[src/rtl/mxn_elastic_pipeline_if.sv]
// Valid/ready bus for mxn_elastic_pipeline: write side (in*) and read side (out*).
// Handshake: a word moves on a side exactly when valid & ready are both 1 at posedge clk.
interface mxn_elastic_pipeline_if #(
  parameter int M = 3
);
  logic [M-1:0] in;
  logic         in_valid;
  logic         in_ready;
  logic [M-1:0] out;
  logic         out_valid;
  logic         out_ready;

  // master: producer + reader side; slave: the pipeline itself
  modport master (output in, in_valid, out_ready, input in_ready, out, out_valid);
  modport slave  (input in, in_valid, out_ready, output in_ready, out, out_valid);
endinterface

[src/rtl/mxn_elastic_pipeline.sv]
// M-bit, N-stage elastic pipeline with backpressure and bubble compression.
// Optional synchronous flush input enabled by defining PIPE_FLUSH_EN.
module mxn_elastic_pipeline #(
  parameter int M  = 3,
  parameter int N  = 4,
  parameter int CW = 3
) (
  input  logic                 clk,
  input  logic                 rst_n,
`ifdef PIPE_FLUSH_EN
  input  logic                 flush,
`endif
  mxn_elastic_pipeline_if.slave bus,
  output logic [CW-1:0]        occupancy
);

  // Index 0 is stage 1 (input end), index N-1 is stage N (drives out).
  logic [M-1:0] d [N];
  logic [N-1:0] v;
  logic [N-1:0] adv;
  logic [N-1:0] free;
  logic         accept;
  logic         flush_i;

`ifdef PIPE_FLUSH_EN
  assign flush_i = flush;
`else
  assign flush_i = 1'b0;
`endif

  // Advance chain from the output end back to the input end; an empty
  // stage is always free, which is what squeezes bubbles out under stall.
  always_comb begin
    adv = '0;
    free = '0;
    adv[N-1]  = v[N-1] & bus.out_ready;
    free[N-1] = ~v[N-1] | adv[N-1];
    for (int k = N - 2; k >= 0; k--) begin
      adv[k]  = v[k] & free[k+1];
      free[k] = ~v[k] | adv[k];
    end
  end

  assign bus.in_ready  = free[0] & ~flush_i;
  assign accept        = bus.in_valid & bus.in_ready;
  assign bus.out       = d[N-1];
  assign bus.out_valid = v[N-1];

  always_ff @(posedge clk) begin
    if (!rst_n) begin
      v         <= '0;
      occupancy <= '0;
      for (int k = 0; k < N; k++) d[k] <= '0;
    end else if (flush_i) begin
      v         <= '0;
      occupancy <= '0;
    end else begin
      if (accept) begin
        d[0] <= bus.in;
        v[0] <= 1'b1;
      end else if (adv[0]) begin
        v[0] <= 1'b0;
      end
      for (int k = 1; k < N; k++) begin
        if (adv[k-1]) begin
          d[k] <= d[k-1];
          v[k] <= 1'b1;
        end else if (adv[k]) begin
          v[k] <= 1'b0;
        end
      end
      occupancy <= occupancy + CW'(accept) - CW'(adv[N-1]);
    end
  end

endmodule

[src/flat_wrapper.sv]
// flat-port wrapper written by rule: the top's interface ports become plain ports
module mxn_elastic_pipeline_flat 
#(
  parameter int M  = 3,
  parameter int N  = 4,
  parameter int CW = 3
)
  (clk, rst_n, occupancy, bus_in, bus_in_valid, bus_out_ready, bus_in_ready, bus_out, bus_out_valid);
  mxn_elastic_pipeline_if #(.M(M)) bus_i ();
  input  logic clk;
  input  logic rst_n;
  output logic [CW-1:0] occupancy;
  input wire logic [$bits(bus_i.in)-1:0] bus_in;
  input wire logic [$bits(bus_i.in_valid)-1:0] bus_in_valid;
  input wire logic [$bits(bus_i.out_ready)-1:0] bus_out_ready;
  output wire logic [$bits(bus_i.in_ready)-1:0] bus_in_ready;
  output wire logic [$bits(bus_i.out)-1:0] bus_out;
  output wire logic [$bits(bus_i.out_valid)-1:0] bus_out_valid;
  assign bus_i.in = bus_in;
  assign bus_i.in_valid = bus_in_valid;
  assign bus_i.out_ready = bus_out_ready;
  assign bus_in_ready = bus_i.in_ready;
  assign bus_out = bus_i.out;
  assign bus_out_valid = bus_i.out_valid;
  mxn_elastic_pipeline #(.M(M), .N(N), .CW(CW)) u_core (.clk(clk), .rst_n(rst_n), .bus(bus_i), .occupancy(occupancy));
endmodule
[config.mk]
export PLATFORM = sky130hd
export DESIGN_NAME = mxn_elastic_pipeline_flat
export DESIGN_NICKNAME = d
export VERILOG_FILES = /design/src/rtl/mxn_elastic_pipeline_if.sv /design/src/rtl/mxn_elastic_pipeline.sv /design/src/flat_wrapper.sv
export SDC_FILE = /design/constraint.sdc
export NUM_CORES = 1
export LEC_CHECK = 0
export ABC_AREA = 1
export CAP_MARGIN = 40
export CORE_AREA = 2 2 57 70
export DETAILED_ROUTE_END_ITERATION = 12
export DIE_AREA = 0 0 59 72
export PLACE_DENSITY = 0.49
export SLEW_MARGIN = 20
export SYNTH_ARGS = -nofsm -noshare
export SYNTH_HDL_FRONTEND = slang
export SYNTH_SLANG_ARGS = --single-unit
[constraint.sdc]
create_clock -name clk -period 1.9 [get_ports clk]
set_input_delay 0.38 -clock clk [delete_from_list [all_inputs] [get_ports clk]]
set_output_delay 0.38 -clock clk [all_outputs]
set_load 0.1 [all_outputs]
# Word level (Yosys, flattened, before mapping)
# Memory sizes are Yosys's and may differ from the RTL's.
# Index checks and enable logic that the tools add are counted.
[word_totals]
word_cells = 54
regBits = 7
ramBits = 12
memories = 1
output_inout_bits = 8
in_bits = 7
[classes]
bitwise = 17
n_addsub = 2
mux = 25
n_reduce_logical = 4
[mem_list]
columns = ["name", "words", "word_bits", "read_ports", "rd_clocked_by_memory_dff", "write_ports", "line", "rtl"]
rows = [
  ["u_core.d", 4, 3, 4, 0, 4, "mxn_elastic_pipeline.sv:18", "logic [M-1:0] d [N];"],
]
[op_table]
columns = ["operator", "n"]
rows = [
  ["two-way mux 1 bit", 21],
  ["two-way mux 3 bit", 4],
  ["OR 1 bit", 8],
  ["nonzero test 2 bit", 4],
  ["bitwise AND 1 bit", 5],
  ["NOT 1 bit", 4],
  ["adder 3 x 1 -> 3 bit", 1],
  ["subtractor 3 x 1 -> 3 bit", 1],
]

# Longest topological paths before layout
# Gate-level depths: netlist of the first run.
[logic_depth]
ltp_word = 13
ltp_mapped = 11
mapped_depth_nobuf = 11

# Worst setup path after synthesis of the first run
# No wires, ideal clock.
[synth_path]
kind = "reg-to-reg"
start = "reg u_core.v[3]"
end = "reg u_core.occupancy[1]"
setup_slack_ns = -0.844
setup_time_ns = 0.064
period_less_slack_ns = 2.744
required_ns = 1.836
stages_incl_launch_ff = 10
path_buffers = 0
t_arrival_ns = 2.680
path_cell_list = "dfxtp_1 inv_1 nor2_4 nand4_4 nand2_2 inv_1 ha_1 inv_1 fa_1 nor2_1"
[synth_between]
elab_chain_cells = 11
elab_cells_between_ends = 12
cone_classes = "2 x add/sub; 10 x bitwise"
[synth_rtl]
columns = ["item", "line", "rtl"]
rows = [
  ["from (decl)", "mxn_elastic_pipeline.sv:19", "logic [N-1:0] v;"],
  ["from (signal assigned)", "mxn_elastic_pipeline.sv:51", "v <= '0;"],
  ["from (signal assigned)", "mxn_elastic_pipeline.sv:55", "v <= '0;"],
  ["from (signal, indexed assignment)", "mxn_elastic_pipeline.sv:67", "v[k] <= 1'b1;"],
  ["bitwise AND 1 bit / NOT 1 bit (equally long branches)", "mxn_elastic_pipeline.sv:36, mxn_elastic_pipeline.sv:37", ""],
  ["OR 1 bit *", "mxn_elastic_pipeline.sv:37", "free[N-1] = ~v[N-1] | adv[N-1];"],
  ["bitwise AND 1 bit *", "mxn_elastic_pipeline.sv:39", "adv[k] = v[k] & free[k+1];"],
  ["OR 1 bit *", "mxn_elastic_pipeline.sv:40", "free[k] = ~v[k] | adv[k];"],
  ["bitwise AND 1 bit *", "mxn_elastic_pipeline.sv:39", ""],
  ["OR 1 bit *", "mxn_elastic_pipeline.sv:40", ""],
  ["bitwise AND 1 bit *", "mxn_elastic_pipeline.sv:39", ""],
  ["OR 1 bit *", "mxn_elastic_pipeline.sv:40", ""],
  ["named net bus_in_ready", "flat_wrapper.sv:16", "output wire logic [$bits(bus_i.in_ready)-1:0] bus_in_ready;"],
  ["bitwise AND 1 bit *", "mxn_elastic_pipeline.sv:45", "assign accept = bus.in_valid & bus.in_ready;"],
  ["named net u_core.accept", "mxn_elastic_pipeline.sv:22", "logic accept;"],
  ["adder 3 x 1 -> 3 bit *", "mxn_elastic_pipeline.sv:72", "occupancy <= occupancy + CW'(accept) - CW'(adv[N-1]);"],
  ["subtractor 3 x 1 -> 3 bit *", "mxn_elastic_pipeline.sv:72", ""],
  ["to (signal assigned)", "mxn_elastic_pipeline.sv:72", ""],
  ["to (decl)", "mxn_elastic_pipeline.sv:14", "output logic [CW-1:0] occupancy"],
]
# Mark *: on every way through the listed nets, which the timed path passes. The rest lies on a longest branch.
# A chain may end at the register's enable or synchronous reset.

# Final worst setup path of the first run
[layout_path]
start = "in bus_out_ready"
end = "out bus_in_ready"
[layout_between]
elab_chain_cells = 8
[layout_rtl]
columns = ["item", "line", "rtl"]
rows = [
  ["from (decl)", "flat_wrapper.sv:15", "input wire logic [$bits(bus_i.out_ready)-1:0] bus_out_ready;"],
  ["bitwise AND 1 bit", "mxn_elastic_pipeline.sv:36", "adv[N-1] = v[N-1] & bus.out_ready;"],
  ["OR 1 bit", "mxn_elastic_pipeline.sv:37", ""],
  ["bitwise AND 1 bit", "mxn_elastic_pipeline.sv:39", ""],
  ["OR 1 bit", "mxn_elastic_pipeline.sv:40", ""],
  ["bitwise AND 1 bit", "mxn_elastic_pipeline.sv:39", ""],
  ["OR 1 bit", "mxn_elastic_pipeline.sv:40", ""],
  ["bitwise AND 1 bit", "mxn_elastic_pipeline.sv:39", ""],
  ["OR 1 bit", "mxn_elastic_pipeline.sv:40", ""],
  ["to (decl)", "flat_wrapper.sv:16", ""],
]
# No other way between the ends.

==> results of run 1 <==
[registers in the layout (all words and copies together) (netlist names)]
signal            cells
u_core.v              4
u_core.d             12
u_core.occupancy      3
[cells by family (layout without fill, tap and decap cells)]
| family | Yosys count | in the layout | synth area share |
|---|---|---|---|
| adder cells (fa/ha/maj) | 3 | 3 | 0.0521 |
| AO/OA/AOI/OAI | 5 | 5 | 0.0333 |
| XOR/XNOR | 1 | 1 | 0.0101 |
| flip-flops | 19 | 19 | 0.579 |
| buffers and inverters | 27 | 47 | 0.132 |
| AND/OR/NAND/NOR | 33 | 33 | 0.194 |
[metrics by stage]
| step | setup slack, ns | util | TNS (ns) | std cells | area [µm²] |
|---|---|---|---|---|---|
| after floorplan | -0.253 | - | -0.392 | 88 | 882 |
| after global placement | -0.152 | 0.309 | -0.295 | 143 | 1090 |
| after detailed placement | -0.193 | 0.309 | -0.371 | 143 | 1090 |
| after CTS | 0.0248 | 0.321 | 0 | 147 | 1140 |
| after global routing | -0.0177 | 0.322 | -0.0444 | 147 | 1140 |
| final | 0.0401 | 0.322 | 0 | 147 | 1140 |
[path summary, 6_finish.rpt]
kind / startpoint / endpoint / cells past startpoint
worst max-delay path: bus_out_ready / bus_in_ready / 6
worst min-delay path: u_core.d[0][4] / u_core.d[0][7] / 2
worst max register to register: u_core.v[3] / u_core.occupancy[1] / 8
worst min register to register: u_core.d[0][4] / u_core.d[0][7] / 2
[per-layer routing]
metal  routed length [µm]  vias up  track usage
li1                     -      305            -
met1                  544      253       0.0812
met2                  671       15        0.122
met3                   66        0       0.0178
met4                    0        0       0.0303
met5                    0        -            0
[synth_stat cells (all sizes together)]
master	instances	area share
fa	1	0.023
o21ai	1	0.0058
buf	4	0.032
ha	2	0.029
nand2	11	0.051
nor2	16	0.078
inv	23	0.10
dfxtp	7	0.16
nand3	5	0.041
xor2	1	0.010
edfxtp	12	0.42
a21oi	4	0.027
nand4	1	0.025
[repair_timing]
action	in CTS	in global routing
buffers inserted	0	0
endpoints found under the setup margin	0	3
resized for setup	0	1
[worst max-delay path, delay by kind of cell]
family / cells / cell delay [ns]
buf+inv: 4 / 0.90
simple gates: 2 / 0.20
[area by class of cell]
| type | instances | area [µm²] | share of cell area |
|---|---|---|---|
| flip-flops and latches | 19 | 505 | 0.443 |
| multi-input cells | 42 | 265 | 0.232 |
| well taps | 39 | 48.8 | 0.0428 |
| clock buffers | 4 | 45.0 | 0.0395 |
| inverters | 23 | 86.3 | 0.0757 |
| repair buffers | 20 | 190 | 0.167 |
[where the power goes]
part	internal (mW)	total (mW)	leakage, nW	switching [mW]
clock	0.149	0.275	0.0228	0.126
combinational	0.0621	0.205	0.295	0.143
sequential	0.465	0.482	0.188	0.0168
total	0.676	0.961	0.505	0.286
==> results.cfg, run 1 <==
[run_status]
status = finished clean

[global_route]
grt_pass1_wl_um = 2330
first_global_vias = 599
groute.usage.overall = 0.0707
grt_overflow_total = 0
grt_start_max_net_pins = 12
antenna_found_initial = 0

[min_path]
path_type_of_the_worst_min_delay_path = flip-flop to flip-flop

[timing]
setup-violations-final = 0
timing.final.max_slew_violations = 0
timing.hold.ws_ns = 0.544
worst_slew_margin_rel = 0.740
worstMarginPinSlew_ns = 0.388
max_freq_mhz = 538
finalWorstPathRequiredPeriod_ns = 1.86
final-hold-violation-count = 0
final_min_period_over_clock_period = 0.979
skew_ns = 0.00764
grt_setup_unrepaired = true

[detailed_routing]
drt_wl_total_um = 1280
routed_wire_length_per_instance_um = 8.72
final_antenna_net_count = 0
detailedRoute.firstIterationViolations = 3
drc = 0
drt_pre_antenna_iters = 4
drt-vias-per-instance = 3.90
via_count = 573

[critical_path]
criticalPathCategory = primary input to output pin
cp_slowest_cell = sky130_fd_sc_hd__clkdlybuf4s50_1
crit_required_ns = 1.52
timing.critical_path.cells = clkdlybuf4s50_1, buf_4, nor2_4, nand4_4, buf_4, buf_12
reg2reg_slack_ns = 0.32
critical-path-top-cell-by-count = sky130_fd_sc_hd__buf_4
cp-start-kind = primary input
critPathMaxFanout = 3
max_stage_delay_ns = 0.42
crit_path_end_kind = output pin
worst_ep_arrival_time_ns = 1.48

[finish]
fraction_of_layout_instances_using_a_drive_strength_above_1 = 0.278
final_cell_mix = sky130_fd_sc_hd__inv_1, sky130_fd_sc_hd__nor2_1, sky130_fd_sc_hd__buf_4, sky130_fd_sc_hd__edfxtp_1, sky130_fd_sc_hd__nand2_1
area_growth_pct = 32.0
most_common_cell_after_layout_fill_and_taps_aside = sky130_fd_sc_hd__inv_1
nets = 119
nFillCells = 372
insertedDiodeCount = 0

[floorplanning]
start_util = 0.244
core_area_mm2 = 0.00354
die_w_um = 59
ioPinCount = 15
die_y_um = 72
std_cell_rows = 24
dieArea_mm2 = 0.00425

[clock_network]
cts_num_sinks = 19
clk_latency_ns = 0.25
cts_buffers = 3
cts_max_level = 1
ctsLongestPathBuffers = 2
postCtsHoldBufs = 0
cts_tree = yes
cts_root_buffer = sky130_fd_sc_hd__clkbuf_8
path_clk_slew_ns = 0.06

[power]
report.power.total_mw = 0.961
cellLeakagePower_nw = 0.505
pwr_per_cell_area_mw_per_mm2 = 842
irDropWorstVdd_mv = 0.287

[logic_synthesis]
post_synth_design_cell_area_um2 = 865
syn_nets = 98
ys_warn_count = 0
synthesis.instances = 88
synth.distinct_cells = 18
postSynthAreaPerCell_um2 = 9.82
synth_seq_cells = 19
seq_area_frac_synth = 0.579

[job]
max_cap_viol = 0

[placed_design]
gp_congestion = 0.634
input_output_buffers = 14
post-dp-hpwl_um = 1020
Power figures use the tool's default switching activity.
==> run 2, diff against run 1 <==
--- a/config.mk
+++ b/config.mk
@@ -7,10 +7,11 @@
 export LEC_CHECK = 0
 export ABC_AREA = 1
 export CAP_MARGIN = 40
-export CORE_AREA = 2 2 57 70
+export CORE_AREA = 2 2 62 64
 export DETAILED_ROUTE_END_ITERATION = 12
-export DIE_AREA = 0 0 59 72
+export DIE_AREA = 0 0 64 66
 export PLACE_DENSITY = 0.49
+export SETUP_SLACK_MARGIN = 0.05
 export SLEW_MARGIN = 20
 export SYNTH_ARGS = -nofsm -noshare
 export SYNTH_HDL_FRONTEND = slang
==> run 2 against run 1 <==
Compared with the run above: sequential cell count unchanged; critical path depth unchanged; total power decreased by 8.8%; setup slack improved by 0.17 ns; register-to-register slack about the same; core utilization decreased by 0.068 points; clock power decreased by 29%; via count increased by 0.87%; die area decreased by 0.56%; global-route usage decreased by 0.25 points; clock skew decreased by 0.0066 ns; maximum frequency increased by 10%; largest cell class unchanged.
==> results.cfg, run 2 (synthesis results as in run 1) <==
[global_route]
first_global_vias = 561
antenna_found_initial = 0
groute.usage.overall = 0.0682
grt_pass1_wl_um = 2170
grt_start_max_net_pins = 12
grt_overflow_total = 0

[detailed_routing]
m1WireLength_um = 508
routed_wire_length_per_instance_um = 7.61
detailed_route_wirelength_on_metal2_um = 591
drc = 0
via_count = 578
drt-vias-per-instance = 3.68
drt_wl_total_um = 1200
maxUsedRoutingLayer = met4
drt_pre_antenna_iters = 4
detailroute.wirelength.met3_um = 69
final_antenna_net_count = 0
detailedRoute.firstIterationViolations = 10

[critical_path]
timing.critical_path.cells = dlygate4sd2_1, buf_4, nor2_4, nand4_4, buf_6, buf_12
worstSetupEndpoint = bus_in_ready
cp-start-kind = primary input
crit_required_ns = 1.52
reg2reg_slack_ns = 0.31
worstPathBufferInverterCount = 4
cp_slowest_cell = sky130_fd_sc_hd__dlygate4sd2_1
worst_ep_arrival_time_ns = 1.31
crit-reg2reg-capture = u_core.occupancy[2]
critPathTopFamily = buffers and inverters
crit_cells = 6
max_stage_delay_ns = 0.24
timing.critical_path.from = bus_out_ready
critical_path.reg2reg.startpoint = u_core.v[3]
crit_path_end_kind = output pin
criticalPathCategory = primary input to output pin
critPathMaxFanout = 2
worst-r2r-cell-count = 10

[placed_design]
place_inst = 152
gp_congestion = 0.753
detailed_place.area_mm2 = 0.00110
post-dp-hpwl_um = 951
input_output_buffers = 14

[finish]
nets = 120
regMostFlops = u_core.d
stdcell_area_mm2 = 0.00114
most_common_cell_after_layout_fill_and_taps_aside = sky130_fd_sc_hd__inv_1
area_growth_pct = 32.0
largest_reg_flops = 12
insertedDiodeCount = 0
final_util = 0.321
nFillCells = 377
final_cell_mix = sky130_fd_sc_hd__inv_1, sky130_fd_sc_hd__nor2_1, sky130_fd_sc_hd__buf_4, sky130_fd_sc_hd__edfxtp_1, sky130_fd_sc_hd__nand2_1
registers_with_the_most_flip_flops = u_core.d x12, u_core.v x4, u_core.occupancy x3
fin_cells = 157
fraction_of_layout_instances_using_a_drive_strength_above_1 = 0.275

[floorplanning]
dieArea_mm2 = 0.00422
std_cell_rows = 22
core_area_mm2 = 0.00355
die_w_um = 64
start_util = 0.243
die_y_um = 66
ioPinCount = 15

[timing]
skew_ns = 0.00107
grt_setup_unrepaired = false
worstMarginPinSlew_ns = 0.397
timing.hold.ws_ns = 0.546
final-hold-violation-count = 0
setup-violations-final = 0
finalWorstPathRequiredPeriod_ns = 1.69
worst_slew_margin_rel = 0.734
final_min_period_over_clock_period = 0.887
timing.final.max_slew_violations = 0
max_freq_mhz = 593

[clock_network]
clk_latency_ns = 0.29
cts_max_level = 1
cts_buffers = 3
ctsLongestPathBuffers = 2
cts_root_buffer = sky130_fd_sc_hd__clkbuf_4
postCtsHoldBufs = 0
cts_tree = yes
cts_num_sinks = 19
path_clk_slew_ns = 0.10

[run_status]
status = finished clean

[power]
irDropWorstVdd_mv = 0.329
report.power.total_mw = 0.877
pwr_per_cell_area_mw_per_mm2 = 769
cellLeakagePower_nw = 0.506

[job]
max_cap_viol = 0

[min_path]
path_type_of_the_worst_min_delay_path = flip-flop to flip-flop
## run 2: cell types whose count changed in the layout (fill, tap and decap cells not counted), sizes merged
cell / change
buf: +1
clkdlybuf4s50: -1
dlygate4sd2: +1
## run 2: worst reg2reg max path, delay by kind of cell (launching register included)
kind          cells  cell delay, ns
buf+inv           3            0.16
simple gates      4            0.25
fa+ha+maj         3            0.76
flops             1            0.36
## run 2: final cells by class
type                    instances  area [µm²]  share of cell area
multi-input cells              42         263               0.230
well taps                      48        60.1              0.0526
flip-flops and latches         19         505               0.443
repair buffers                 21         200               0.175
clock buffers                   4        26.3              0.0230
inverters                      23        86.3              0.0757
## run 2: worst min-delay path by stage
stage | startpoint | to | slack (ns) | depth (start not counted)
finish | u_core.v[0] | u_core.v[1] | 0.55 | 2
global route | u_core.v[0] | u_core.v[1] | 0.56 | 2
CTS | u_core.v[0] | u_core.v[1] | 0.55 | 2
detailed placement | u_core.v[0] | u_core.v[1] | 0.53 | 2
global placement | u_core.v[0] | u_core.v[1] | 0.53 | 2
floorplan | u_core.v[0] | u_core.v[1] | 0.51 | 2
## run 2: routing by layer
layer | up-vias | global-route usage
met4 | 0 | 0.0408
met2 | 13 | 0.120
met1 | 258 | 0.0643
li1 | 305 | -
met5 | - | 0
met3 | 2 | 0.0324
## run 2: what timing repair did
item                                   4_1_cts  5_1_grt
endpoints found under the hold margin        0        0
setup buffers                                1        0
gates resized for setup                      2        0
setup endpoints to repair                    1        0
## run 2: stage by stage
stage | setup TNS (ns) | worst slack (ns)
floorplan | -0.392 | -0.253
global placement | -0.307 | -0.154
detailed placement | -0.361 | -0.192
CTS | 0 | 0.210
global route | 0 | 0.165
finish | 0 | 0.214
## run 2: power by group
group | switching [mW] | internal (mW)
Sequential | 0.0160 | 0.464
Clock | 0.113 | 0.0815
Combinational | 0.141 | 0.0608
Total | 0.270 | 0.607
==> run 3, diff against run 2 <==
--- a/config.mk
+++ b/config.mk
@@ -10,6 +10,7 @@
 export CORE_AREA = 2 2 62 64
 export DETAILED_ROUTE_END_ITERATION = 12
 export DIE_AREA = 0 0 64 66
+export GPL_ROUTABILITY_DRIVEN = 0
 export PLACE_DENSITY = 0.49
 export SETUP_SLACK_MARGIN = 0.05
 export SLEW_MARGIN = 20
==> results of run 3 <==
Final layout, timing and power as in run 2 (identical DEF).
